--- src/rtl/wb_port_arbiter_pkg.sv ---
// rtl/wb_port_arbiter_pkg.sv - shared encodings and types for the writeback port arbiter
package wb_port_arbiter_pkg;

    localparam int REG_ADDR_W = 5;

    // memToReg source select; 2'b11 writes zero
    localparam logic [1:0] WB_SEL_ALU   = 2'b00;
    localparam logic [1:0] WB_SEL_MEM   = 2'b01;
    localparam logic [1:0] WB_SEL_PCIMM = 2'b10;

    typedef enum logic [1:0] {
        IDLE  = 2'd0,
        PEND  = 2'd1,
        FORCE = 2'd2
    } arbState_e;

endpackage

--- src/rtl/wb_result_fifo.sv ---
// rtl/wb_result_fifo.sv - MCU result FIFO with per-entry live bits, kill-by-rd and pending bitmap
//   clk, rst_n          clock, asynchronous active-low reset
//   push/pushRd/pushData enqueue an MCU result (ignored when full)
//   pop                  dequeue the head (ignored when empty)
//   kill/killRd          clear live on every entry targeting killRd
//   headRd/headData/headLive  current head entry
//   count/empty/full     occupancy
//   pendBusy             one-hot OR of rd over live entries
module wb_result_fifo
    import wb_port_arbiter_pkg::*;
#(
    parameter int XLEN  = 32,
    parameter int DEPTH = 4,
    localparam int PTR_W = $clog2(DEPTH),
    localparam int CNT_W = PTR_W + 1
) (
    input  logic                  clk,
    input  logic                  rst_n,
    input  logic                  push,
    input  logic [REG_ADDR_W-1:0] pushRd,
    input  logic [XLEN-1:0]       pushData,
    input  logic                  pop,
    input  logic                  kill,
    input  logic [REG_ADDR_W-1:0] killRd,
    output logic [REG_ADDR_W-1:0] headRd,
    output logic [XLEN-1:0]       headData,
    output logic                  headLive,
    output logic [CNT_W-1:0]      count,
    output logic                  empty,
    output logic                  full,
    output logic [31:0]           pendBusy
);

    logic [REG_ADDR_W-1:0] rdMem   [DEPTH];
    logic [XLEN-1:0]       dataMem [DEPTH];
    logic [DEPTH-1:0]      liveMem;
    logic [PTR_W-1:0]      wrPtr;
    logic [PTR_W-1:0]      rdPtr;
    logic                  pushEn;
    logic                  popEn;

    assign empty  = (count == '0);
    assign full   = (count == CNT_W'(DEPTH));
    assign pushEn = push & ~full;
    assign popEn  = pop & ~empty;

    assign headRd   = rdMem[rdPtr];
    assign headData = dataMem[rdPtr];
    assign headLive = liveMem[rdPtr];

    // Payload storage needs no reset: an entry is only meaningful while live.
    always_ff @(posedge clk) begin
        if (pushEn) begin
            rdMem[wrPtr]   <= pushRd;
            dataMem[wrPtr] <= pushData;
        end
    end

    // Popped slots drop their live bit so pendBusy needs no occupancy mask.
    // The push write comes last so a same-cycle kill never hits the new entry.
    always_ff @(posedge clk or negedge rst_n) begin
        if (!rst_n) begin
            wrPtr   <= '0;
            rdPtr   <= '0;
            count   <= '0;
            liveMem <= '0;
        end else begin
            for (int i = 0; i < DEPTH; i++) begin
                if (kill && rdMem[i] == killRd) begin
                    liveMem[i] <= 1'b0;
                end
            end
            if (popEn) begin
                liveMem[rdPtr] <= 1'b0;
                rdPtr          <= rdPtr + 1'b1;
            end
            if (pushEn) begin
                liveMem[wrPtr] <= (pushRd != '0);
                wrPtr          <= wrPtr + 1'b1;
            end
            if (pushEn && !popEn) begin
                count <= count + 1'b1;
            end else if (popEn && !pushEn) begin
                count <= count - 1'b1;
            end
        end
    end

    always_comb begin
        pendBusy = '0;
        for (int i = 0; i < DEPTH; i++) begin
            if (liveMem[i]) begin
                pendBusy[rdMem[i]] = 1'b1;
            end
        end
    end

endmodule

--- src/rtl/wb_port_arbiter.sv ---
// rtl/wb_port_arbiter.sv - shares the register-file write port between pipeline writeback and MCU results
//   clk, rst_n                      clock, asynchronous active-low reset
//   pipeValid/pipeRegWrite/pipeRd   WB stage instruction
//   memToReg, Y, rdDataMem, PC_Plus_Immediate  pipeline write data sources
//   mcuValid/mcuRd/mcuData, mcuReady           MCU result handshake
//   stallPipe                       one-cycle freeze while a starved MCU result is forced out
//   regWrite/regWrtAddr/regWrtData  registered register-file write port
//   mcuPendBusy                     destinations with a live buffered MCU result
module wb_port_arbiter
    import wb_port_arbiter_pkg::*;
#(
    parameter int XLEN     = 32,
    parameter int DEPTH    = 4,
    parameter int MAX_WAIT = 8
) (
    input  logic                  clk,
    input  logic                  rst_n,
    input  logic                  pipeValid,
    input  logic                  pipeRegWrite,
    input  logic [REG_ADDR_W-1:0] pipeRd,
    input  logic [1:0]            memToReg,
    input  logic [XLEN-1:0]       Y,
    input  logic [XLEN-1:0]       rdDataMem,
    input  logic [XLEN-1:0]       PC_Plus_Immediate,
    input  logic                  mcuValid,
    output logic                  mcuReady,
    input  logic [REG_ADDR_W-1:0] mcuRd,
    input  logic [XLEN-1:0]       mcuData,
    output logic                  stallPipe,
    output logic                  regWrite,
    output logic [REG_ADDR_W-1:0] regWrtAddr,
    output logic [XLEN-1:0]       regWrtData,
    output logic [31:0]           mcuPendBusy
);

    localparam int CNT_W  = $clog2(DEPTH) + 1;
    localparam int WAIT_W = $clog2(MAX_WAIT + 1);
    localparam logic [WAIT_W-1:0] WAIT_MAX = WAIT_W'(MAX_WAIT);

    arbState_e             state;
    arbState_e             stateNext;
    logic [WAIT_W-1:0]     waitCnt;
    logic                  pipeClaim;
    logic                  pushEn;
    logic                  popEn;
    logic                  killEn;
    logic                  lastOut;
    logic [XLEN-1:0]       pipeData;
    logic                  wrEn;
    logic [REG_ADDR_W-1:0] wrAddr;
    logic [XLEN-1:0]       wrData;
    logic [REG_ADDR_W-1:0] headRd;
    logic [XLEN-1:0]       headData;
    logic                  headLive;
    logic [CNT_W-1:0]      fifoCount;
    logic                  fifoEmpty;
    logic                  fifoFull;

    assign stallPipe = (state == FORCE);
    assign mcuReady  = ~fifoFull;

    // During FORCE the WB stage is frozen, so its inputs neither claim nor kill.
    assign pipeClaim = pipeValid & pipeRegWrite & ~stallPipe;
    assign killEn    = pipeClaim & (pipeRd != '0);
    assign pushEn    = mcuValid & mcuReady;
    assign popEn     = ~fifoEmpty & (stallPipe | ~pipeClaim);
    assign lastOut   = popEn & ~pushEn & (fifoCount == CNT_W'(1));

    always_comb begin
        pipeData = '0;
        unique case (memToReg)
            WB_SEL_ALU:   pipeData = Y;
            WB_SEL_MEM:   pipeData = rdDataMem;
            WB_SEL_PCIMM: pipeData = PC_Plus_Immediate;
            default:      pipeData = '0;
        endcase
    end

    // rd=0 pipeline writes still own the slot; a dead head is consumed silently.
    always_comb begin
        wrEn   = 1'b0;
        wrAddr = pipeRd;
        wrData = pipeData;
        if (pipeClaim) begin
            wrEn = (pipeRd != '0);
        end else if (popEn) begin
            wrEn   = headLive;
            wrAddr = headRd;
            wrData = headData;
        end
    end

    wb_result_fifo #(
        .XLEN  (XLEN),
        .DEPTH (DEPTH)
    ) u_fifo (
        .clk      (clk),
        .rst_n    (rst_n),
        .push     (pushEn),
        .pushRd   (mcuRd),
        .pushData (mcuData),
        .pop      (popEn),
        .kill     (killEn),
        .killRd   (pipeRd),
        .headRd   (headRd),
        .headData (headData),
        .headLive (headLive),
        .count    (fifoCount),
        .empty    (fifoEmpty),
        .full     (fifoFull),
        .pendBusy (mcuPendBusy)
    );

    always_comb begin
        stateNext = state;
        unique case (state)
            IDLE: begin
                if (pushEn) begin
                    stateNext = PEND;
                end
            end
            PEND: begin
                if (lastOut) begin
                    stateNext = IDLE;
                end else if (!popEn && waitCnt == WAIT_MAX) begin
                    stateNext = FORCE;
                end
            end
            FORCE: begin
                stateNext = lastOut ? IDLE : PEND;
            end
            default: stateNext = IDLE;
        endcase
    end

    always_ff @(posedge clk or negedge rst_n) begin
        if (!rst_n) begin
            state      <= IDLE;
            waitCnt    <= '0;
            regWrite   <= 1'b0;
            regWrtAddr <= '0;
            regWrtData <= '0;
        end else begin
            state    <= stateNext;
            regWrite <= wrEn;
            if (wrEn) begin
                regWrtAddr <= wrAddr;
                regWrtData <= wrData;
            end
            if (!fifoEmpty && !popEn) begin
                if (waitCnt != WAIT_MAX) begin
                    waitCnt <= waitCnt + 1'b1;
                end
            end else begin
                waitCnt <= '0;
            end
        end
    end

endmodule

--- config.mk ---
export PLATFORM = sky130hd
export DESIGN_NAME = wb_port_arbiter
export DESIGN_NICKNAME = d
export VERILOG_FILES = /design/src/rtl/wb_port_arbiter_pkg.sv /design/src/rtl/wb_result_fifo.sv /design/src/rtl/wb_port_arbiter.sv
export SDC_FILE = /design/constraint.sdc
export NUM_CORES = 1
export LEC_CHECK = 0
export ABC_CLOCK_PERIOD_IN_PS = 5300
export CAP_MARGIN = 30
export CORE_AREA = 2 2 163 205
export DETAILED_ROUTE_END_ITERATION = 6
export DIE_AREA = 0 0 165 207
export PLACE_DENSITY = 0.54
export SETUP_SLACK_MARGIN = 0.02
export SLEW_MARGIN = 40
export SYNTH_ARGS = -nofsm -noshare
export SYNTH_HDL_FRONTEND = slang
export SYNTH_SLANG_ARGS = --single-unit
--- constraint.sdc ---
create_clock -name clk -period 5.3 [get_ports clk]
set_input_delay 1.06 -clock clk [delete_from_list [all_inputs] [get_ports clk]]
set_output_delay 1.06 -clock clk [all_outputs]
set_load 0.01 [all_outputs]
* After elaboration in Yosys (flattened, before gate mapping)
Memories as Yosys holds them, arrays and structs flattened.
Cells that the tools add are included.
** Word-level totals
- Register bits after elaboration :: 55
- Bits in writable memories :: 148
- Bits of input ports :: 145
- Word-level logic and storage cells :: 131
- Memories kept :: 2
** Memories
- u_fifo.dataMem :: depth 4, width 32, read ports 1, clocked after Yosys merged registers in 0, wr ports 1, RTL line wb_result_fifo.sv:35 : logic [XLEN-1:0] dataMem [DEPTH];
- u_fifo.rdMem :: depth 4, width 5, read ports 5, clocked after Yosys merged registers in 0, wr ports 1, RTL line wb_result_fifo.sv:34 : logic [REG_ADDR_W-1:0] rdMem [DEPTH];
** Cells by class
- $add $sub $neg :: 5
- Order comparisons :: 12
- Equal/unequal tests :: 15
- Muxes and demuxes :: 43
- Bitwise logic cells :: 20
- Reduce and logical (&&, ||, !) cells :: 25
** Operators by type and width (number)
- $mux 32 :: 6
- $or 32x32->32 :: 3
- $pmux 32 s3 :: 1
- $lt 5x6->1 const B :: 4
- $demux 1 s5 :: 4
- $eq 5x5->1 :: 4
- $ge 5x1->1 const B :: 4
- $mux 1 :: 16
- $mux 4 :: 4
- $logic_and 1x1->1 :: 14
- $mux 5 :: 2
- $reduce_bool 5->1 :: 2
- $and 1x1->1 :: 9
- $lt 2x3->1 const B :: 2
- $mux 2 :: 3
- $mux 3 :: 2
- $pmux 2 s3 :: 1
- $not 1->1 :: 5
- $add 2x1->2 const B :: 2
- $add 4x1->4 const B :: 1
- $and 4x4->4 :: 1
- $bwmux 4 :: 1
- $demux 1 s2 :: 2
- $eq 2x1->1 const B :: 2
- other kinds (19) :: 25

* Depth between registers and ports, before layout
- Depth after elaboration :: 11
- Depth in mapped cells :: 10

* Cells and area by module
Synthesis repeated with hierarchy kept, for this count alone.
** Unflattened totals
- Cells, all modules :: 691
- Area, all modules :: 9867.0 sq um
** By module, submodules not included
- wb_result_fifo :: instances 1, cells an instance 436, area each 7214.4 sq um, seq. area each 4719.5 sq um
- wb_port_arbiter :: instances 1, cells an instance 255, area each 2652.5 sq um, seq. area each 1101.1 sq um

* Least setup slack after synthesis
OpenSTA, ideal clock, no wires.
- Path type :: input-to-reg
- Start point :: input mcuValid
- End point :: memory u_fifo.dataMem[1][0] (enable)
- Library setup time :: 392 ps
- Arrival :: 2258 ps
- Slack :: 2650 ps
- Cell stages on the path :: 4
- Path buffers :: 1
- Cell sequence :: and2_1 > clkbuf_1 > nand2_1 > inv_1
** On the way
- Longest elaborated chain between the ends :: 4
** RTL lines
- from (decl) :: RTL line wb_port_arbiter.sv:25 : input logic mcuValid,
- $and 1x1->1 :: RTL line wb_port_arbiter.sv:65 : assign pushEn = mcuValid & mcuReady;
- $and 1x1->1 :: RTL line wb_result_fifo.sv:44 : assign pushEn = push & ~full;
- $mux 1 :: RTL line wb_result_fifo.sv:53 : if (pushEn) begin
- $mux 1 (not written as such) :: RTL line wb_result_fifo.sv:55 : dataMem[wrPtr] <= pushData;
- to (decl) :: RTL line wb_result_fifo.sv:35
Every way passes these cells.

==> results.md <==
- Post-synthesis mux area share: 12.3%
- Post-Synthesis Cells: 776
- Crit-path max FO: 8
- Hold Path Sink: u_fifo.count[1]
- Met2 WL: 14700 um
- Worst rel slew slack: 47.2%
- P_leak: 4.72 nW
- Sw power: 0.00215 W
- Most used DFF post-synth: edfxtp_1
- Met3 routed WL: 1700 um
- R2R cell count: 9
- Layout cells sized above 1: 13.8%
- TritonCTS buffer count: 23
- Area share of and/or/nand/nor cells after synthesis: 8.08%
- Top area cells in the synthesized netlist: edfxtp_1, dfrtp_1, mux4_2, mux2i_1, o211ai_1
- Final Cycle Share: 69.2%
- H-Tree Level Count: 1
- Final instance area: 13400 um^2
- Seq/Total Area, Yosys: 57.1%
- CTS sink cnt: 203
- Fill cells: 3037
- Post-Place Cell Area: 12700 um^2
- Worst vdd ir: 233 uV
- Top cell type by total area after synthesis: edfxtp_1
- Max incr delay on CP: 610 ps
- Post-CTS resize count: 0
- Die span in y: 207 um
- Setup TNS: 0 ps
- Clk buf depth: 3
- Final setup fails: 0
- Reg2reg start: u_fifo.count[0]
- Main combinational cell family by area after synthesis: compound AO/OA/AOI/OAI gates
- Area grow syn2layout: 31.8%
- Largest net degree at the start of global routing: 56
- IO Pins: 217
- ANT nets after route: 0
- Synth Area in XOR/XNOR: 2.32%
- Dpl hpwl: 19300 um
- Hold crit path type: reg2reg
- Skew-Pair Late Insertion Delay: 500 ps
- Total GRT Usage: 16.7%
- Critical path's slowest cell: nor2_1
- Avg Cell Area, Syn: 13.1 um^2
- Clk_skew: 13.7 ps
- Largest delay share family, worst path: simple AND/OR/NAND/NOR gates
- Core box area: 32300 um^2
- First drt pass iteration count: 5
- Status: complete, no violations
- Die span in x: 165 um
- DR top layer: met5
- Unrepaired setup endpoints after global routing: no
- Yosys warning count: 0
- Routability cong.: 0.827
- Drt total wl: 28700 um
- Setup bufs post-CTS: 0
- Area share of the largest cell type after synthesis: 43.6%
- Synthesized cell area: 10200 um^2
- Root buffer cell: clkbuf_16
- Count of final hold-check violations: 0
- Hold path start: u_fifo.count[1]
- Post-synthesis register bit count: 203
- Comb power frac: 38.0%
- WHS Path Cells: 2
- CP Buf/Inv Count: 1
- Post-CTS Hold Fix Bufs: 0
- Fin crit period: 3670 ps
- Clk pwr share: 23.8%
- Nets: 1130
- Slew @ Worst Pin: 789 ps
- WS Path Type: reg2out
- Worst-path clk slew: 60 ps
- Complex-gate fraction of the synthesized area: 13.6%
- Switching Share: 34.0%
- Number of max-cap violations: 0
- Seq pwr share: 38.2%
- IO buf count: 216
- Slew Limit Fails: 0
- Post-synth EDFFs: 148
- Site Rows: 74
- Dpl cells: 1363
- Synth async-reset ratio: 27.1%
- CP endpoint kind: output port
- Number of global-route vias before repair: 7590
- WL/cell: 20.5 um
- Mapped Nets: 936
- Iter 0 DRT Violations: 529
- Total grt overflow: 0
- Commonest non-fill, non-tap cells in the layout: clkdlybuf4s50_1, edfxtp_1, nand2_1, dfrtp_1, inv_1
- Antenna fix cells: 0
- Flop-to-flop setup slack: 2750 ps
- Minimum hold slack: 516 ps
- DRC viols: 0
- Crit-path cells: nand2_1, nor2_1, a21oi_1, o211ai_1, clkdlybuf4s50_1
- CTS tree: yes
- First-pass GRT wire length: 44200 um
- R2R Path End: regWrtData[21]
- Cell-internal power: 0.00419 W
- Distinct cells, synth: 43
- Non-filler cells in the finished layout: 1404
- Commonest non-fill, non-tap cell in the layout: clkdlybuf4s50_1
- CP required: 4240 ps
- Die ar.: 34200 um^2
- Adder-cell share of the synthesized area: 1.84%
- Startpoint Class: flop
- WL met1: 11800 um
- Initial antenna violation count: 1
- Crit path DAT: 2610 ps
- DR vias: 7212
- Drt via density: 5.14
- Initial Utilization: 31.6%
- FMAX: 273 MHz
- PD cells: 471 nW/um^2
==> state kept, by name, indices dropped and copies added, names as in the netlist, 3 cells and up <==
| register | flops |
|---|---|
| u_fifo.liveMem | 4 |
| u_fifo.rdMem | 20 |
| regWrtAddr | 5 |
| u_fifo.count | 3 |
| regWrtData | 32 |
| u_fifo.dataMem | 128 |
| waitCnt | 4 |
==> cells by family (layout without fill, tap and decap cells) <==
kind of cell	count (synthesis)	after routing
DFF	203	203
and+or+nand+nor	159	159
AOI/OAI and AO/OA	183	183
xor gates and xnor gates	27	27
buffers and inverters	111	321
adders and majority gates	15	15
muxes	78	78
==> power groups by stage <==
| stage | registers (W) | clock network (W) | logic (W) |
|---|---|---|---|
| 2_1_floorplan | 0.00241 | 0 | 0.00151 |
| 3_3_place_gp | 0.00245 | 0 | 0.00241 |
| 3_5_place_dp | 0.00245 | 0 | 0.00246 |
| 4_1_cts | 0.00242 | 0.00155 | 0.00247 |
| 5_1_grt | 0.00247 | 0.00162 | 0.00264 |
| 6_report | 0.00242 | 0.00151 | 0.00241 |
==> layout make-up <==
| cell class | instances | area, um^2 | area share (%) |
|---|---|---|---|
| clock buffers | 25 | 583 | 4.34 |
| multi-input cells | 462 | 3920 | 29.1 |
| flip-flops and latches | 203 | 5820 | 43.3 |
| clock inverters | 16 | 135 | 1.00 |
| repair buffers | 229 | 2260 | 16.8 |
| inverters | 51 | 199 | 1.48 |
| well taps | 418 | 523 | 3.89 |
==> Yosys cell counts, drive strengths merged, types with 7 or more instances <==
| library cell | number |
|---|---|
| a21oi | 24 |
| a221o | 7 |
| a22oi | 9 |
| and3b | 7 |
| buf | 25 |
| clkbuf | 35 |
| dfrtp | 55 |
| edfxtp | 148 |
| ha | 15 |
| inv | 51 |
| mux2i | 39 |
| mux4 | 38 |
| nand2 | 54 |
| nand3 | 10 |
| nand3b | 12 |
| nor2 | 36 |
| o211ai | 73 |
| o21ai | 38 |
| o221ai | 20 |
| o22ai | 11 |
| or3b | 8 |
| xnor2 | 15 |
| xor2 | 12 |
==> per-stage QoR <==
step,power (W),setup WS (ps),util (%)
after floorplan,0.00392,2650,-
after global routing,0.00673,1510,41.6
final,0.00634,1630,41.6
after detailed placement,0.00491,1860,39.4
after CTS,0.00644,1680,41.6
after global placement,0.00486,1730,39.3
==> routing by layer <==
layer / track usage (%) / vias up
li1: - / 3358
met1: 21.2 / 3532
met2: 29.3 / 266
met3: 2.42 / 54
met4: 5.01 / 2
met5: 0 / -
==> worst max-delay path by stage <==
stage                                   from  slack (ps)  depth (start not counted)                   end
after detailed placement        pipeRegWrite        1860                          8        regWrtData[21]
after floorplan                     mcuValid        2650                          4  u_fifo.dataMem[1][0]
after global routing      u_fifo.rdMem[1][1]        1510                          5       mcuPendBusy[18]
after CTS                 u_fifo.rdMem[1][1]        1680                          5       mcuPendBusy[18]
after global placement             pipeRd[3]        1730                          7        regWrtData[30]
final                     u_fifo.rdMem[1][1]        1630                          5       mcuPendBusy[18]
==> worst min-delay path, delay by kind of cell (launching register included) <==
kind            cells  cell delay [ps]
flops               1              370
compound gates      1               60
simple gates        1               50
No activity file was read; power rests on OpenSTA's default activity.
